`config.mk`:
```
export PLATFORM = sky130hd
export DESIGN_NAME = csi_lane_hs_seq
export DESIGN_NICKNAME = d
export VERILOG_FILES = /design/src/rtl/csi_param_pkg.sv /design/src/rtl/csi_lane_hs_seq.sv
export SDC_FILE = /design/constraint.sdc
export NUM_CORES = 1
export LEC_CHECK = 0
export CAP_MARGIN = 20
export CORE_MARGIN = 4
export CORE_UTILIZATION = 53
export DETAILED_ROUTE_END_ITERATION = 8
export PLACE_DENSITY_LB_ADDON = 0.1
export SLEW_MARGIN = 20
export SYNTH_ARGS = -nofsm -noshare
export SYNTH_HDL_FRONTEND = slang
export SYNTH_SLANG_ARGS = --single-unit
```
`constraint.sdc`:
```
create_clock -name clk -period 2.8 [get_ports clk]
set_clock_uncertainty 0.2 [all_clocks]
set_input_delay 0.56 -clock clk [delete_from_list [all_inputs] [get_ports clk]]
set_output_delay 0.56 -clock clk [all_outputs]
set_load 0.02 [all_outputs]
```
`src/rtl/csi_param_pkg.sv`:
```
// Shared types and constants for the CSI-2 lane HS burst sequencer:
// state encoding, the HS sync byte and default protocol timings in byte-clock cycles.
`timescale 1ns/1ps
package csi_param_pkg;

  typedef enum logic [2:0] {
    STOP,
    HS_RQST,
    PREPARE,
    HS_ZERO,
    SYNC,
    PAYLOAD,
    TRAIL,
    EXIT
  } hs_state_t;

  localparam logic [7:0] HS_SYNC_SEQUENCE = 8'b1011_1000;

  localparam int DEF_LPX_CYC     = 4;
  localparam int DEF_PREPARE_CYC = 3;
  localparam int DEF_ZERO_CYC    = 8;
  localparam int DEF_TRAIL_CYC   = 4;
  localparam int DEF_EXIT_CYC    = 7;

  localparam int CNT_W = 16;

  // Phase counter load value for a phase lasting n cycles.
  function automatic logic [CNT_W-1:0] cyc_load(input int n);
    return CNT_W'(n - 1);
  endfunction

endpackage

```
`src/rtl/csi_lane_hs_seq.sv`:
```
// CSI-2 data-lane HS burst sequencer: LP-11 -> LP-01 -> LP-00 -> HS-0 -> sync -> payload -> trail -> LP-11.
// Optional burst/underrun statistics ports are enabled by defining CSI_SEQ_STATS_EN.
`timescale 1ns/1ps
module csi_lane_hs_seq
  import csi_param_pkg::*;
#(
  parameter int LPX_CYC     = DEF_LPX_CYC,
  parameter int PREPARE_CYC = DEF_PREPARE_CYC,
  parameter int ZERO_CYC    = DEF_ZERO_CYC,
  parameter int TRAIL_CYC   = DEF_TRAIL_CYC,
  parameter int EXIT_CYC    = DEF_EXIT_CYC
) (
  input  logic       clk,
  input  logic       rst,
  input  logic       tx_req,
  input  logic       tx_valid,
  input  logic [7:0] tx_data,
  input  logic       tx_last,
  output logic       tx_ready,
  output logic       lp_dp,
  output logic       lp_dn,
  output logic       hs_en,
  output logic [7:0] hs_data,
  output logic       busy,
  output logic       underrun
`ifdef CSI_SEQ_STATS_EN
  ,
  output logic [15:0] burst_cnt,
  output logic [7:0]  underrun_cnt
`endif
);

  if (LPX_CYC < 1 || PREPARE_CYC < 1 || ZERO_CYC < 1 || TRAIL_CYC < 1 || EXIT_CYC < 1) begin : g_param_check
    $error("csi_lane_hs_seq: all cycle-count parameters must be >= 1");
  end

  hs_state_t        r_state, w_state_next;
  logic [CNT_W-1:0] r_cnt, w_cnt_next;
  logic [7:0]       r_last_byte;
  logic             r_tx_ready, r_lp_dp, r_lp_dn, r_hs_en, r_busy, r_underrun;
  logic [7:0]       r_hs_data;
  logic             w_lp_dp, w_lp_dn, w_hs_en;
  logic [7:0]       w_hs_data;
  logic             w_cnt_zero, w_accept, w_underrun_det;
  logic [7:0]       w_trail_byte;

  assign w_cnt_zero     = (r_cnt == '0);
  assign w_accept       = r_tx_ready && tx_valid;
  assign w_underrun_det = (r_state == PAYLOAD) && !tx_valid;
  assign w_trail_byte   = {8{~r_last_byte[7]}};

  always_ff @(posedge clk or posedge rst) begin
    if (rst) begin
      r_state <= STOP;
      r_cnt   <= '0;
    end else begin
      r_state <= w_state_next;
      r_cnt   <= w_cnt_next;
    end
  end

  // An underrun cycle already drives the first trail byte, so the TRAIL state is one cycle shorter.
  always_comb begin
    w_state_next = r_state;
    w_cnt_next   = w_cnt_zero ? '0 : r_cnt - CNT_W'(1);
    case (r_state)
      STOP:    if (tx_req) begin w_state_next = HS_RQST; w_cnt_next = cyc_load(LPX_CYC); end
      HS_RQST: if (w_cnt_zero) begin w_state_next = PREPARE; w_cnt_next = cyc_load(PREPARE_CYC); end
      PREPARE: if (w_cnt_zero) begin w_state_next = HS_ZERO; w_cnt_next = cyc_load(ZERO_CYC); end
      HS_ZERO: if (w_cnt_zero) begin w_state_next = SYNC; w_cnt_next = cyc_load(1); end
      SYNC:    if (w_cnt_zero) begin w_state_next = PAYLOAD; w_cnt_next = '0; end
      PAYLOAD: begin
        if (!tx_valid) begin
          if (TRAIL_CYC == 1) begin
            w_state_next = EXIT;
            w_cnt_next   = cyc_load(EXIT_CYC);
          end else begin
            w_state_next = TRAIL;
            w_cnt_next   = cyc_load(TRAIL_CYC - 1);
          end
        end else if (tx_last) begin
          w_state_next = TRAIL;
          w_cnt_next   = cyc_load(TRAIL_CYC);
        end
      end
      TRAIL:   if (w_cnt_zero) begin w_state_next = EXIT; w_cnt_next = cyc_load(EXIT_CYC); end
      EXIT:    if (w_cnt_zero) begin w_state_next = STOP; w_cnt_next = '0; end
      default: begin w_state_next = STOP; w_cnt_next = '0; end
    endcase
  end

  // Line image of the current state; registered, so the lane lags the state by one cycle.
  always_comb begin
    w_lp_dp   = 1'b0;
    w_lp_dn   = 1'b0;
    w_hs_en   = 1'b0;
    w_hs_data = 8'h00;
    case (r_state)
      STOP, EXIT: begin w_lp_dp = 1'b1; w_lp_dn = 1'b1; end
      HS_RQST:    w_lp_dn = 1'b1;
      PREPARE:    ;
      HS_ZERO:    w_hs_en = 1'b1;
      SYNC:       begin w_hs_en = 1'b1; w_hs_data = HS_SYNC_SEQUENCE; end
      PAYLOAD:    begin w_hs_en = 1'b1; w_hs_data = tx_valid ? tx_data : w_trail_byte; end
      TRAIL:      begin w_hs_en = 1'b1; w_hs_data = w_trail_byte; end
      default:    begin w_lp_dp = 1'b1; w_lp_dn = 1'b1; end
    endcase
  end

  always_ff @(posedge clk or posedge rst) begin
    if (rst) begin
      r_lp_dp    <= 1'b1;
      r_lp_dn    <= 1'b1;
      r_hs_en    <= 1'b0;
      r_hs_data  <= 8'h00;
      r_tx_ready <= 1'b0;
      r_busy     <= 1'b0;
      r_underrun <= 1'b0;
    end else begin
      r_lp_dp    <= w_lp_dp;
      r_lp_dn    <= w_lp_dn;
      r_hs_en    <= w_hs_en;
      r_hs_data  <= w_hs_data;
      r_tx_ready <= (w_state_next == PAYLOAD);
      r_busy     <= (w_state_next != STOP);
      r_underrun <= w_underrun_det;
    end
  end

  // Cleared at sync so an empty payload trails as if the last byte were 8'h00.
  always_ff @(posedge clk or posedge rst) begin
    if (rst) begin
      r_last_byte <= 8'h00;
    end else if (r_state == SYNC) begin
      r_last_byte <= 8'h00;
    end else if (w_accept) begin
      r_last_byte <= tx_data;
    end
  end

  assign tx_ready = r_tx_ready;
  assign lp_dp    = r_lp_dp;
  assign lp_dn    = r_lp_dn;
  assign hs_en    = r_hs_en;
  assign hs_data  = r_hs_data;
  assign busy     = r_busy;
  assign underrun = r_underrun;

`ifdef CSI_SEQ_STATS_EN
  logic [15:0] r_burst_cnt;
  logic [7:0]  r_underrun_cnt;

  always_ff @(posedge clk or posedge rst) begin
    if (rst) begin
      r_burst_cnt    <= 16'd0;
      r_underrun_cnt <= 8'd0;
    end else begin
      if (r_state == EXIT && w_cnt_zero) r_burst_cnt <= r_burst_cnt + 16'd1;
      if (w_underrun_det && r_underrun_cnt != 8'hFF) r_underrun_cnt <= r_underrun_cnt + 8'd1;
    end
  end

  assign burst_cnt    = r_burst_cnt;
  assign underrun_cnt = r_underrun_cnt;
`endif

endmodule

```
* Word level (Yosys, flattened, before mapping)
Index checks and enable logic that the tools add are counted.
** Operators by class
- Divide/modulo/power cells :: 0
- Multiplexer cells :: 26
- Reduce and logical (&&, ||, !) cells :: 11
- Equal/unequal tests :: 8
- Shift operators :: 0
- Magnitude comparators :: 0
- Bitwise logic cells :: 1
- $add $sub $neg :: 1
- Multiply operators :: 0
** Operators by type and width (number)
- $mux W16 :: 8
- $pmux W16 S6 :: 1
- $mux W3 :: 9
- $mux W8 :: 3
- $pmux W3 S8 :: 1
- $pmux W8 S3 :: 1
- $logic_not A16 Y1 :: 1
- $sub A16 B1 Y16 const B :: 1
- $eq A3 B3 Y1 const B :: 5
- $eq A3 B2 Y1 const B :: 2
- $reduce_or A3 Y1 :: 2
- $reduce_or A4 Y1 :: 1
- $eq A3 B1 Y1 const B :: 1
- $logic_not A3 Y1 :: 1
- $mux W1 :: 3
- $reduce_bool A3 Y1 :: 1
- $logic_and A1 B1 Y1 :: 2
- $reduce_bool A2 Y1 :: 1
- $reduce_or A2 Y1 :: 1
- $logic_not A1 Y1 :: 1
- $not A1 Y1 :: 1
** Storage, ports and cells
- Flip-flop bits (word level) :: 41
- Memory bits (read-only) :: 0
- Memory bits (writable) :: 0
- Bits in latches :: 0
- Output and inout bits :: 14
- Memories kept :: 0

* Logic depth before layout (Yosys ltp)
- Depth in word-level cells :: 5
- Depth in mapped cells :: 7

* Least setup slack after synthesis
No wires, ideal clock.
- Kind :: register to register
- From :: reg r_cnt[0]
- To :: reg r_cnt[1]
- Data arrival time :: 1.606 ns
- Setup time :: 0.124 ns
- Required time :: 2.476 ns
- Stages on the path, launching flop included :: 7
- Path slack :: 0.870 ns
- Cell sequence :: dfrtp_1 > inv_1 > ha_1 > nor4b_1 > nand4_4 > buf_6 > a211o_1
** On the way
- Word-level cells in the longest chain between the ends :: 5
** Ends and longest elaborated chain
- from (decl) :: line csi_lane_hs_seq.sv:38 : logic [CNT_W-1:0] r_cnt, w_cnt_next;
- from (signal assigned) :: line csi_lane_hs_seq.sv:58 : r_cnt <= w_cnt_next;
- $sub A16 B1 Y16 or $logic_not A16 Y1 (tied branches) :: line csi_lane_hs_seq.sv:65, csi_lane_hs_seq.sv:47
- $mux W16 :: line csi_lane_hs_seq.sv:65 : w_cnt_next = w_cnt_zero ? '0 : r_cnt - CNT_W'(1);
- $mux W16 :: line csi_lane_hs_seq.sv:81 : end else if (tx_last) begin
- $mux W16 :: line csi_lane_hs_seq.sv:73 : if (!tx_valid) begin
- $pmux W16 S6 * :: line csi_lane_hs_seq.sv:66 : case (r_state)
- net w_cnt_next[1] :: line csi_lane_hs_seq.sv:38
Mark *: on every way through the listed nets, which the timed path passes. The rest lies on a longest branch.
A chain may end at the register's enable or synchronous reset.

* Worst setup path after layout
- From :: reg r_cnt[0]
- To :: reg r_cnt[14]
The elaborated chain is that of the path after synthesis.

==> run_summary.xml <==
<?xml version="1.0" encoding="UTF-8"?>
<metrics>
  <group name="floorplan">
    <metric name="floorplan.rows" unit="">20</metric>
    <metric name="initial_core_util" unit="">0.5585</metric>
    <metric name="die_width" unit="microns">64.96</metric>
    <metric name="dieHeight" unit="microns">64.96</metric>
    <metric name="design.die.area" unit="sq mm">0.004219</metric>
    <metric name="design.core.area" unit="sq mm">0.003078</metric>
    <metric name="pin_count" unit="">27</metric>
  </group>
  <group name="global_routing">
    <metric name="grt_start_max_net_pins" unit="">35</metric>
    <metric name="grt_pass1_wl" unit="microns">6313</metric>
    <metric name="vias_in_the_first_global_route" unit="">1368</metric>
    <metric name="grt-ovfl-total" unit="">0</metric>
    <metric name="grt_util_all_layers" unit="">0.1963</metric>
    <metric name="grt_antenna_before_repair" unit="">0</metric>
  </group>
  <group name="critical_path">
    <metric name="critical_path_type" unit="">reg2reg</metric>
    <metric name="ff2ff_path_depth" unit="">6</metric>
    <metric name="setup.worst_path.start_class" unit="">flop</metric>
    <metric name="worstPathRequired" unit="ns">2.80</metric>
    <metric name="crit_fanout" unit="">13</metric>
    <metric name="critical_path.endpoint_type" unit="">flop</metric>
    <metric name="cell_type_of_the_slowest_stage_on_the_worst_timing_path" unit="">nand3_1</metric>
    <metric name="cp_slowest_stage_delay" unit="ns">0.48</metric>
    <metric name="ordered_cell_list_for_the_critical_path" unit="">inv_1, ha_1, nor4b_1, nand4_4, nand3_1, a21oi_1</metric>
    <metric name="critPathArrivalTime" unit="ns">2.38</metric>
  </group>
  <group name="logic_synthesis">
    <metric name="synth_seq_cells" unit="">34</metric>
    <metric name="synth.yosys.warnings" unit="">0</metric>
    <metric name="postSynthNetCount" unit="">194</metric>
    <metric name="mappedNetlistArea" unit="sq mm">0.001719</metric>
    <metric name="postSynth.topFlopCell" unit="">dfrtp_1</metric>
    <metric name="number_of_synthesized_flops_with_an_enable_pin" unit="">0</metric>
    <metric name="seq_area_frac_synth" unit="">0.4964</metric>
    <metric name="synthArstFlopShare" unit="">1.000</metric>
    <metric name="netlist-cell-type-count" unit="">35</metric>
    <metric name="synthCells" unit="">179</metric>
    <metric name="synth_area_per_cell" unit="sq um">9.604</metric>
  </group>
  <group name="cts">
    <metric name="h-tree-depth" unit="">2</metric>
    <metric name="insertion_delay" unit="ns">0.34</metric>
    <metric name="clk_transition_reported_paths" unit="ns">0.10</metric>
    <metric name="tritoncts" unit="">yes</metric>
    <metric name="hold_buffer_count_at_cts" unit="">0</metric>
    <metric name="clock_sink_count" unit="">34</metric>
    <metric name="cts_resized" unit="">0</metric>
    <metric name="post_cts_buffers" unit="">0</metric>
    <metric name="root_buffer" unit="">clkbuf_4</metric>
    <metric name="cts_inserted_buffers" unit="">5</metric>
    <metric name="cts_max_path_buffers" unit="">2</metric>
  </group>
  <group name="timing">
    <metric name="timing_max_transition_violations_final" unit="">0</metric>
    <metric name="max_slew_margin" unit="">0.5417</metric>
    <metric name="fmax" unit="MHz">420.5</metric>
    <metric name="timing.final.setup_violations" unit="">0</metric>
    <metric name="setup_total_negative_slack" unit="ns">0</metric>
    <metric name="worstMarginPinSlew" unit="ns">0.6874</metric>
    <metric name="hold_viol_final" unit="">0</metric>
    <metric name="final_period_minus_worst_setup_slack" unit="ns">2.378</metric>
    <metric name="finalCritPeriodShare" unit="">0.8494</metric>
    <metric name="setup_repair_after_global_routing_missed_its_margin" unit="">no</metric>
  </group>
  <group name="detailed_routing">
    <metric name="finalWirelength" unit="microns">3625</metric>
    <metric name="routedLengthMet1" unit="microns">1618</metric>
    <metric name="post_detailed_route_count_of_antenna_violating_nets" unit="">0</metric>
    <metric name="routed-via-count" unit="">1418</metric>
    <metric name="number_of_drc_markers_after_the_initial_detailed_route_iteration" unit="">93</metric>
    <metric name="routed_via_density" unit="">5.649</metric>
    <metric name="met2RoutedLength" unit="microns">1752</metric>
    <metric name="dr_wl_met3" unit="microns">211</metric>
    <metric name="maxUsedRoutingLayer" unit="">met4</metric>
    <metric name="post-route-drc-count" unit="">0</metric>
    <metric name="drt-wirelength-per-cell" unit="microns">14.44</metric>
    <metric name="drt-pass1-iter-count" unit="">4</metric>
  </group>
  <group name="hold_path">
    <metric name="timing.hold.worst_path_depth" unit="">2</metric>
    <metric name="min_path_type" unit="">reg2reg</metric>
  </group>
  <group name="cells_and_area">
    <metric name="finalNetCount" unit="">221</metric>
    <metric name="layoutNonFillerInstCount" unit="">251</metric>
    <metric name="layout.filler_cells" unit="">244</metric>
    <metric name="layout-drive-gt1-share" unit="">0.07729</metric>
    <metric name="synth_to_layout_area_growth" unit="%">21.54</metric>
    <metric name="most_common_cell_after_layout_fill_and_taps_aside" unit="">dfrtp_1</metric>
    <metric name="diodes" unit="">0</metric>
    <metric name="most_used_cells_in_the_layout_excluding_fill_and_tap_cells" unit="">dfrtp_1 (32), clkdlybuf4s50_1 (26), nand2_1 (23)</metric>
  </group>
  <group name="pwr">
    <metric name="power.density" unit="mW/mm^2">1091</metric>
    <metric name="total_power" unit="mW">2.280</metric>
    <metric name="p_leak" unit="nW">0.9162</metric>
    <metric name="ir_drop" unit="uV">554.3</metric>
  </group>
  <group name="run_status">
    <metric name="outcome" unit="">finished, final reports clean</metric>
  </group>
  <group name="run">
    <metric name="cap_viol_max_count" unit="">0</metric>
  </group>
  <group name="place">
    <metric name="routabilityCongestion" unit="">0.8732</metric>
    <metric name="detailed_place_hpwl" unit="microns">2563</metric>
    <metric name="port_buffers" unit="">26</metric>
    <metric name="placed_cells_incl_taps" unit="">243</metric>
  </group>
</metrics>
[worst paths after layout]
check,from,endpoint,slack [ns]
worst max-delay path,r_cnt[0],r_cnt[14],0.42
worst min-delay path,r_cnt[12],r_cnt[12],0.39
worst max register to register,r_cnt[0],r_cnt[14],0.42
worst min register to register,r_cnt[12],r_cnt[12],0.39
max in group asynchronous,rst,lp_dn,1.67
min in group asynchronous,rst,hs_data[0],0.40
[kinds of logic after synthesis]
logic type	count (synthesis)	share of synthesized area
AOI/OAI and AO/OA	38	0.1390
xor gates and xnor gates	12	0.06113
adders and majority gates	2	0.01455
buffers and inverters	15	0.03784
DFF	34	0.4964
muxes	2	0.01165
and+or+nand+nor	76	0.2394
[metrics by stage]
stage	utilization	hold slack [ns]	setup slack (ns)	cell area (sq um)
5_1_grt	0.6789	0.4302	0.2527	2090
2_1_floorplan	-	0.3058	0.8700	1719
6_report	0.6789	0.3918	0.4217	2090
3_5_place_dp	0.6545	0.3569	0.3940	2014
3_3_place_gp	0.6545	0.3281	0.4840	2014
4_1_cts	0.6789	0.3865	0.4481	2090
[power breakdown]
group | switching [mW] | internal (mW) | total, mW
registers | 0.269 | 0.692 | 0.961
clock network | 0.160 | 0.189 | 0.349
logic | 0.521 | 0.449 | 0.970
[synth_stat cells (2+ instances only)]
| cell type | count | area [sq um] |
|---|---|---|
| a211o_1 | 2 | 17.52 |
| a21oi_1 | 18 | 90.09 |
| clkbuf_1 | 7 | 26.28 |
| dfrtp_1 | 32 | 800.8 |
| dfstp_2 | 2 | 52.55 |
| ha_1 | 2 | 25.02 |
| inv_1 | 6 | 22.52 |
| mux2i_1 | 2 | 20.02 |
| nand2_1 | 23 | 86.33 |
| nand2b_1 | 5 | 31.28 |
| nand3_1 | 6 | 30.03 |
| nand4_1 | 2 | 12.51 |
| nand4b_1 | 2 | 17.52 |
| nor2_1 | 18 | 67.56 |
| nor3_1 | 7 | 35.03 |
| nor4_1 | 2 | 12.51 |
| nor4_4 | 2 | 42.54 |
| o21a_1 | 8 | 60.06 |
| o21ai_0 | 5 | 25.02 |
| or3_1 | 2 | 12.51 |
| or4_1 | 2 | 15.01 |
| xnor2_1 | 4 | 35.03 |
| xor2_1 | 8 | 70.07 |
[sequential cells by signal, indices dropped and copies added, names as in the netlist]
name,count
tx_ready,1
underrun,1
hs_data,8
r_last_byte,1
lp_dp,1
lp_dn,1
r_state,3
r_cnt,16
busy,1
hs_en,1
[per-layer routing]
metal | track usage | vias up
met5 | 0 | -
met4 | 0.06596 | 0
met3 | 0.06932 | 5
met2 | 0.3091 | 41
met1 | 0.2503 | 697
li1 | - | 675
[critical path, delay by kind of cell (launching register included)]
kind,cells,cell delay (ns)
AOI/OAI and AO/OA,1,0.11
adders and majority gates,1,0.16
buffers and inverters,1,0.11
DFF,1,0.45
and+or+nand+nor,3,1.20
[cell type report]
class	count	area, sq um	share of cell area
repair buffers	29	282.8	0.1353
inverters	6	22.52	0.01078
clock buffers	7	45.04	0.02156
flip-flops and latches	34	853.3	0.4084
clock inverters	1	30.03	0.01437
well taps	44	55.05	0.02635
multi-input cells	130	800.8	0.3832
(Power assumes the default switching activity.)
